==> config.mk <==
export PLATFORM = sky130hd
export DESIGN_NAME = digit_scan_demux
export DESIGN_NICKNAME = d
export VERILOG_FILES = /design/src/rtl/digit_scan_demux.sv
export SDC_FILE = /design/constraint.sdc
export NUM_CORES = 1
export LEC_CHECK = 0
export ABC_AREA = 1
export CAP_MARGIN = 20
export CORE_AREA = 3 3 54 56
export CTS_CLUSTER_SIZE = 28
export DETAILED_ROUTE_END_ITERATION = 16
export DIE_AREA = 0 0 57 59
export PLACE_DENSITY_LB_ADDON = 0.05
export SLEW_MARGIN = 20
export SYNTH_ARGS = -nofsm -noshare
export SYNTH_HDL_FRONTEND = slang
export SYNTH_SLANG_ARGS = --single-unit
==> constraint.sdc <==
create_clock -name clk -period 3.5 [get_ports clk]
set_input_delay 0.35 -clock clk [delete_from_list [all_inputs] [get_ports clk]]
set_output_delay 0.35 -clock clk [all_outputs]
set_load 0.005 [all_outputs]
==> src/rtl/digit_scan_demux.sv <==
// Registered 1-to-N_CH digit-enable demultiplexer for the multiplexed display.
// Auto-scans channels from an internal prescaler or follows an external select.
module digit_scan_demux #(
    parameter int N_CH       = 4,
    parameter int PRESCALE   = 50000,
    parameter bit ACTIVE_LOW = 1'b0,
    localparam int SEL_W     = (N_CH <= 2) ? 1 : $clog2(N_CH)
) (
    input  logic             clk,
    input  logic             rst,
    input  logic             en,
    input  logic             auto_mode,
    input  logic [SEL_W-1:0] sel_in,
    input  logic [N_CH-1:0]  blank_mask,
    output logic [N_CH-1:0]  d_out,
    output logic [SEL_W-1:0] cur_sel,
    output logic             frame_tick
);

    localparam int               PS_W     = (PRESCALE <= 2) ? 1 : $clog2(PRESCALE);
    localparam logic [PS_W-1:0]  PS_LAST  = PS_W'(PRESCALE - 1);
    localparam logic [SEL_W-1:0] LAST_IDX = SEL_W'(N_CH - 1);
    localparam logic [N_CH-1:0]  IDLE     = {N_CH{ACTIVE_LOW}};

    logic [PS_W-1:0]  presc_q, presc_d;
    logic [SEL_W-1:0] idx_q, idx_d;
    logic [N_CH-1:0]  d_out_q, d_out_d;
    logic             frame_tick_q, frame_tick_d;

    logic             step;
    logic             wrap;
    logic [N_CH-1:0]  raw;

    always_comb begin
        // NOTE: every comb output gets a default first so no path leaves it unassigned (no latch).
        presc_d      = '0;
        idx_d        = idx_q;
        raw          = '0;
        step         = auto_mode && (presc_q == PS_LAST);
        wrap         = step && (idx_q == LAST_IDX);

        if (auto_mode) begin
            presc_d = step ? '0 : presc_q + PS_W'(1);
            if (step) begin
                idx_d = wrap ? '0 : idx_q + SEL_W'(1);
            end
        end else if (sel_in <= LAST_IDX) begin
            // Out-of-range selects (non-power-of-two N_CH) keep the previous channel.
            idx_d = sel_in;
        end

        // Outputs derive from idx_d so d_out, cur_sel and frame_tick always agree.
        if (en && !blank_mask[idx_d]) begin
            raw[idx_d] = 1'b1;
        end
        d_out_d      = ACTIVE_LOW ? ~raw : raw;
        frame_tick_d = wrap;
    end

    // NOTE: sequential state uses non-blocking assignments so all registers update from pre-edge values.
    always_ff @(posedge clk or posedge rst) begin
        if (rst) begin
            presc_q      <= '0;
            idx_q        <= '0;
            d_out_q      <= IDLE;
            frame_tick_q <= 1'b0;
        end else begin
            presc_q      <= presc_d;
            idx_q        <= idx_d;
            d_out_q      <= d_out_d;
            frame_tick_q <= frame_tick_d;
        end
    end

    assign d_out      = d_out_q;
    assign cur_sel    = idx_q;
    assign frame_tick = frame_tick_q;

endmodule

==> run metrics, run 1 <==
status=finished clean; GRT busiest layer=met2; area occupied by multi-input gates=549 um^2; clock latency on the worst-skew pair=0.32 ns; Reg-to-Reg End=presc_q[11]; Setup CP Type=reg -> reg; sequential element share of the synthesized area=47.4%; Mapped Cells=150; GRT Total Usage=15.6%; Mapped Area=0.00121 mm^2; post_cts resized=0; Worst-Margin Slew=0.876 ns; Reg2Reg Launch Point=presc_q[0]; height of the die=59 um; switching pwr=0.118 mW; leakage=0.691 nW; clock share of power=27.6%; share of the synthesized area in the top cell type=47.4%; initial antenna violation count=0; Setup Fix Bufs, Post-CTS=0; arrival time worst endpoint=2.06 ns; Net Count, Synth=162; synth top area cells=dfrtp_1 47%, nand2_1 9.9%, inv_1 6.8%; # clock sinks=23; Area growth syn-to-layout=18.5%; Yosys reg bits=23; final setup violation count=0; via count of the first global-routing pass=964; Fin Clk Skew=0.00171 ns; Max Freq=546 MHz; initial core utilization=49.0%; Synth area leader=dfrtp_1; FP Rows=18; Worst IR Drop VDD=0.227 mV; Die ar.=0.00336 mm^2; Reg area=576 um^2; DR vias=995; fraction of registers with async set/reset=100%; clock-pin slew on the worst setup and hold paths=0.13 ns; worst hold path type=in -> async; critical path peak fanout=10; grt ovf=0; sequential share of power=60.1%; Hold Violations, Final=0; IO Port Bufs=16; largest net degree at the start of global routing=24; cell area after layout=0.00144 mm^2; H-Tree Level Count=1; placed inst area=0.00141 mm^2; share of layout cells above drive strength 1=14.7%; clock buffer depth=2; Routed WL per cell=12.1 um; fill count=241; HPWL after detailed placement=1880 um; Post-CTS Hold Fix Bufs=0; max-slew violations=0; met3 GRT Util=2.40%; number of enable flip-flop cells after synthesis=0; CP bufs+invs=2; nets=183; Worst setup SP type=flip-flop; CP endpoint kind=flip-flop; Die Wd=57 um; Via density=4.98; DRC=0; met2 Resource Use GR=27.7%; YS warnings=0; Critical-path top delay cell=dfrtp_1; root buf cell=clkbuf_4; unique cell type count in the Yosys netlist=23; I/O pin count=17; met1 Use GR=18.4%; Num CTS Buffers=3; Crit path max-delay family=simple AND/OR/NAND/NOR gates; cell depth of the worst flop-to-flop path=8; Post-Syn Area per Cell=8.10 um^2; most numerous cell on the critical path=inv_1; n_diodes=0; Hold WS=0.494 ns; max incr delay on CP=0.41 ns; Internal=0.343 mW; MaxCap Viol Count=0; pwr dens=320 mW/mm^2; min cycle time layout=1.83 ns; ys flop type=dfrtp_1; Max-slew headroom=41.6%; worst path cell trace=ha_1 -> nand2_1 -> nor2_4 -> nand3_2 -> inv_1 -> nor2_2 -> inv_1 -> a211oi_1; final worst path period share=52.3%; final setup TNS=0 ns; required time of the critical path=3.72 ns; RSZ-0062 raised after global routing=no; final wirelength=2430 um; Pre-antenna DRT Iters=4; Power Total=0.461 mW; post-route ant nets=0; Post-synth top cells=32 x nand2_1, 23 x dfrtp_1, 22 x inv_1; gpl congestion=0.835; reg2reg setup slack=1.67 ns; sw frac=25.7%; count leader, synth=nand2_1; Core ar.=0.00248 mm^2; Logic pwr share=12.3%; global-route wire length before repair=4070 um; iteration-0 DRC count of the detailed router=27; CTS tree=built
[state kept, by name, indices dropped and copies added (netlist names)]
signal,cells
frame_tick,1
cur_sel,2
d_out,4
presc_q,16
[power groups by stage]
stage          clock, mW  combinational, mW  sequential (mW)
6_report           0.127             0.0566            0.277
5_1_grt            0.139             0.0644            0.279
4_1_cts            0.130             0.0578            0.277
3_5_place_dp           0             0.0574            0.283
3_3_place_gp           0             0.0572            0.282
2_1_floorplan          0             0.0292            0.282
[cell usage in the layout (no fill, tap or decap), drive strengths merged]
cell / instances
nand4: 3
ha: 2
clkbuf: 3
or2: 3
nor2: 25
xnor2: 1
nor3: 6
inv: 24
a211oi: 2
nor3b: 1
dfrtp: 23
a21oi: 3
nand2: 35
xor2: 1
clkinv: 1
clkdlybuf4s50: 16
o21bai: 1
o21ai: 5
nand3: 14
a31oi: 1
[kinds of logic after synthesis]
kind of cell / Yosys count / synth area share, %
adders and majority gates: 2 / 2.06
xor gates and xnor gates: 2 / 1.44
DFF: 23 / 47.4
AOI/OAI and AO/OA: 12 / 5.66
buffers and inverters: 24 / 7.42
and+or+nand+nor: 87 / 36.0
[worst max path at each step]
stage / start / to / slack [ns] / cells past startpoint
2_1_floorplan: presc_q[0] / d_out[0] / 2.00 / 12
3_3_place_gp: auto_mode / d_out[1] / 1.46 / 12
3_5_place_dp: auto_mode / d_out[1] / 1.40 / 12
4_1_cts: presc_q[0] / presc_q[11] / 1.66 / 8
5_1_grt: presc_q[0] / presc_q[11] / 1.54 / 8
6_report: presc_q[0] / presc_q[11] / 1.67 / 8
[metrics by stage]
stage | setup slack [ns] | utilization, % | std cells
3_3_place_gp | 1.46 | 57.0 | 196
3_5_place_dp | 1.40 | 57.0 | 196
2_1_floorplan | 2.00 | - | 150
4_1_cts | 1.66 | 58.1 | 200
6_report | 1.67 | 58.1 | 200
5_1_grt | 1.54 | 58.1 | 200
[per-layer routing]
layer  routed length [um]  vias up
li1                     -      514
met1                 1060      452
met2                 1200       21
met3                   91        8
met4                   70        0
met5                    0        -
[worst reg2reg max path, delay by kind of cell, from the launching register on]
family          cells  cell delay, ns
compound gates      1            0.28
fa+ha+maj           1            0.23
simple gates        4            0.62
flops               1            0.41
buf+inv             2            0.21
[area by class of cell]
type / instances / share of cell area, %
tap: 30 / 2.61
clock inverter: 1 / 0.348
clock buffer: 3 / 1.56
multi-input combinational: 103 / 38.1
inverter: 24 / 6.26
sequential: 23 / 40.0
timing repair buffer: 16 / 11.1
(Power assumes the default switching activity.)
==> run 2, diff against run 1 <==
==> constraint.sdc (replaced) <==
create_clock -name clk -period 1.9 [get_ports clk]
set_input_delay 0.19 -clock clk [delete_from_list [all_inputs] [get_ports clk]]
set_output_delay 0.19 -clock clk [all_outputs]
set_load 0.005 [all_outputs]
==> run metrics, run 2 (same netlist as run 1, synthesis figures left out) <==
via count of the first global-routing pass=1014 (+5.2%); gpl congestion=0.798 (-4.4%); switching pwr=0.221 mW (+87%); clock buffer depth=2 (unchanged); min cycle time layout=1.75 ns (-0.0847 ns); Post-CTS Hold Fix Bufs=0 (unchanged); max incr delay on CP=0.38 ns (-0.03 ns); sw frac=25.7% (about the same); Die Wd=57 um (unchanged); share of layout cells above drive strength 1=17.1% (+2.4 points); DR vias=1033 (+3.8%); Logic pwr share=12.8% (+0.5 points); DR WL met3=71 um (-22%); global-route wire length before repair=4250 um (+4.4%); CP endpoint kind=flip-flop; initial core utilization=49.0% (unchanged); CP bufs+invs=0 (-2); sequential share of power=59.5% (-0.6 points); max-slew violations=0 (unchanged); met1 WL=1100 um (+3.4%); clock latency on the worst-skew pair=0.32 ns (about the same); clock-pin slew on the worst setup and hold paths=0.13 ns (about the same); # clock sinks=23 (unchanged); n_diodes=0 (unchanged); Max-slew headroom=80.0% (+38 points); post-route ant nets=0 (unchanged); Via density=5.04 (+1.3%); Power Total=0.860 mW (+86%); MaxCap Viol Count=0 (unchanged); Max Freq=572 MHz (+4.9%); Worst setup SP type=flip-flop; Critical-path top delay cell=dfrtp_1; status=finished clean; CTS tree=built; top layer in use=met4; Crit path max-delay family=simple AND/OR/NAND/NOR gates; arrival time worst endpoint=1.97 ns (-0.09 ns); GRT Total Usage=16.5% (+0.86 points); initial antenna violation count=0 (unchanged); Worst-Margin Slew=0.299 ns (-0.576 ns); required time of the critical path=2.13 ns (-1.59 ns); height of the die=59 um (unchanged); Num CTS Buffers=3 (unchanged); largest net degree at the start of global routing=24 (unchanged); DRC=0 (unchanged); most numerous cell on the critical path=nand2_1; Pre-antenna DRT Iters=4 (unchanged); Routed WL per cell=12.7 um (+4.6%); IO Port Bufs=16 (unchanged); final worst path period share=91.9% (+40 points); commonest non-fill, non-tap cell in the layout=nand2_1; most frequent cells in the layout=32 x nand2_1, 23 x dfrtp_1, 22 x inv_1, 19 x nor2_1, 16 x clkdlybuf4s50_1; Worst IR Drop VDD=0.404 mV (+78%); iteration-0 DRC count of the detailed router=34 (+26%); FP Rows=18 (unchanged); Setup CP Type=reg -> reg; grt ovf=0 (unchanged); Die ar.=0.00336 mm^2 (unchanged); worst path cell trace=ha_2 -> nand2_1 -> nor2_4 -> nand3_2 -> nand2_1 -> nand3_1 -> nand2_2 -> nand2_1 -> nand2_1 -> nand2_2 -> nand3_1 -> nor2_1; H-Tree Level Count=1 (unchanged); Area growth syn-to-layout=23.3%; Internal=0.639 mW (+86%); root buf cell=clkbuf_4; Fin Clk Skew=0.00248 ns (+0.000773 ns); pwr dens=574 mW/mm^2 (+79%); final setup TNS=0 ns (unchanged); final setup violation count=0 (unchanged); met2 WL=1390 um (+16%); clock share of power=27.8% (+0.2 points); HPWL after detailed placement=1980 um (+5.3%); reg2reg setup slack=0.15 ns (-1.52 ns); worst hold path type=in -> async; critical path peak fanout=5 (-5); leakage=0.728 nW (+5.4%); final wirelength=2600 um (+7.2%); Largest register FFs=16 (unchanged); Hold Violations, Final=0 (unchanged); Biggest register=presc_q; nets=188 (+2.7%); Core ar.=0.00248 mm^2 (unchanged); I/O pin count=17 (unchanged)
[run 2: final cells by class]
type                            count  area (um^2)
Fill cell                         250          980
Tap cell                           30         37.5
Multi-Input combinational cell    103          571
Sequential cell                    23          576
Timing Repair Buffer               21          198
Clock buffer                        4         26.3
Inverter                           24         90.1
[run 2: repair_timing]
| item | 4_1_cts | 5_1_grt |
|---|---|---|
| endpoints found under the setup margin | 0 | 1 |
| resized for setup | 0 | 4 |
| setup buffers | 0 | 2 |
[run 2: power by group through the flow]
stage          Sequential (mW)  Combinational, mW  Clock, mW
2_1_floorplan            0.520             0.0539          0
3_3_place_gp             0.520              0.109          0
3_5_place_dp             0.520              0.111          0
4_1_cts                  0.511              0.112      0.241
5_1_grt                  0.514              0.123      0.266
6_report                 0.511              0.110      0.239
[run 2: stage by stage]
step	worst slack, ns	hold WS (ns)	std cells	utilization (%)	cell area, um^2
after floorplan	0.404	0.192	150	-	1210
after global placement	0.0966	0.529	199	57.9	1440
after detailed placement	-0.0170	0.545	199	57.9	1440
after CTS	0.147	0.210	203	59.0	1460
after global routing	-0.0128	0.211	205	60.5	1500
final	0.153	0.197	205	60.5	1500
[run 2: path summary, 6_finish.rpt]
kind | from | endpoint | cells after the start
worst max-delay path | presc_q[0] | d_out[1] | 12
worst min-delay path | rst | presc_q[1] | 3
worst max register to register | presc_q[0] | d_out[1] | 12
worst min register to register | presc_q[0] | presc_q[0] | 3
max in group asynchronous | rst | presc_q[7] | 3
min in group clk | en | d_out[2] | 3
[run 2: worst reg2reg max path, delay by kind of cell, from the launching register on]
| kind | cells | cell delay [ns] |
|---|---|---|
| adder cells (fa/ha/maj) | 1 | 0.20 |
| flip-flops | 1 | 0.38 |
| AND/OR/NAND/NOR | 11 | 1.08 |
[run 2: routing by layer]
layer  vias to the layer above  GRT usage [%]
met4                         0           7.28
li1                        526              -
met5                         -              0
met1                       485           19.1
met2                        17           30.5
met3                         5           1.96
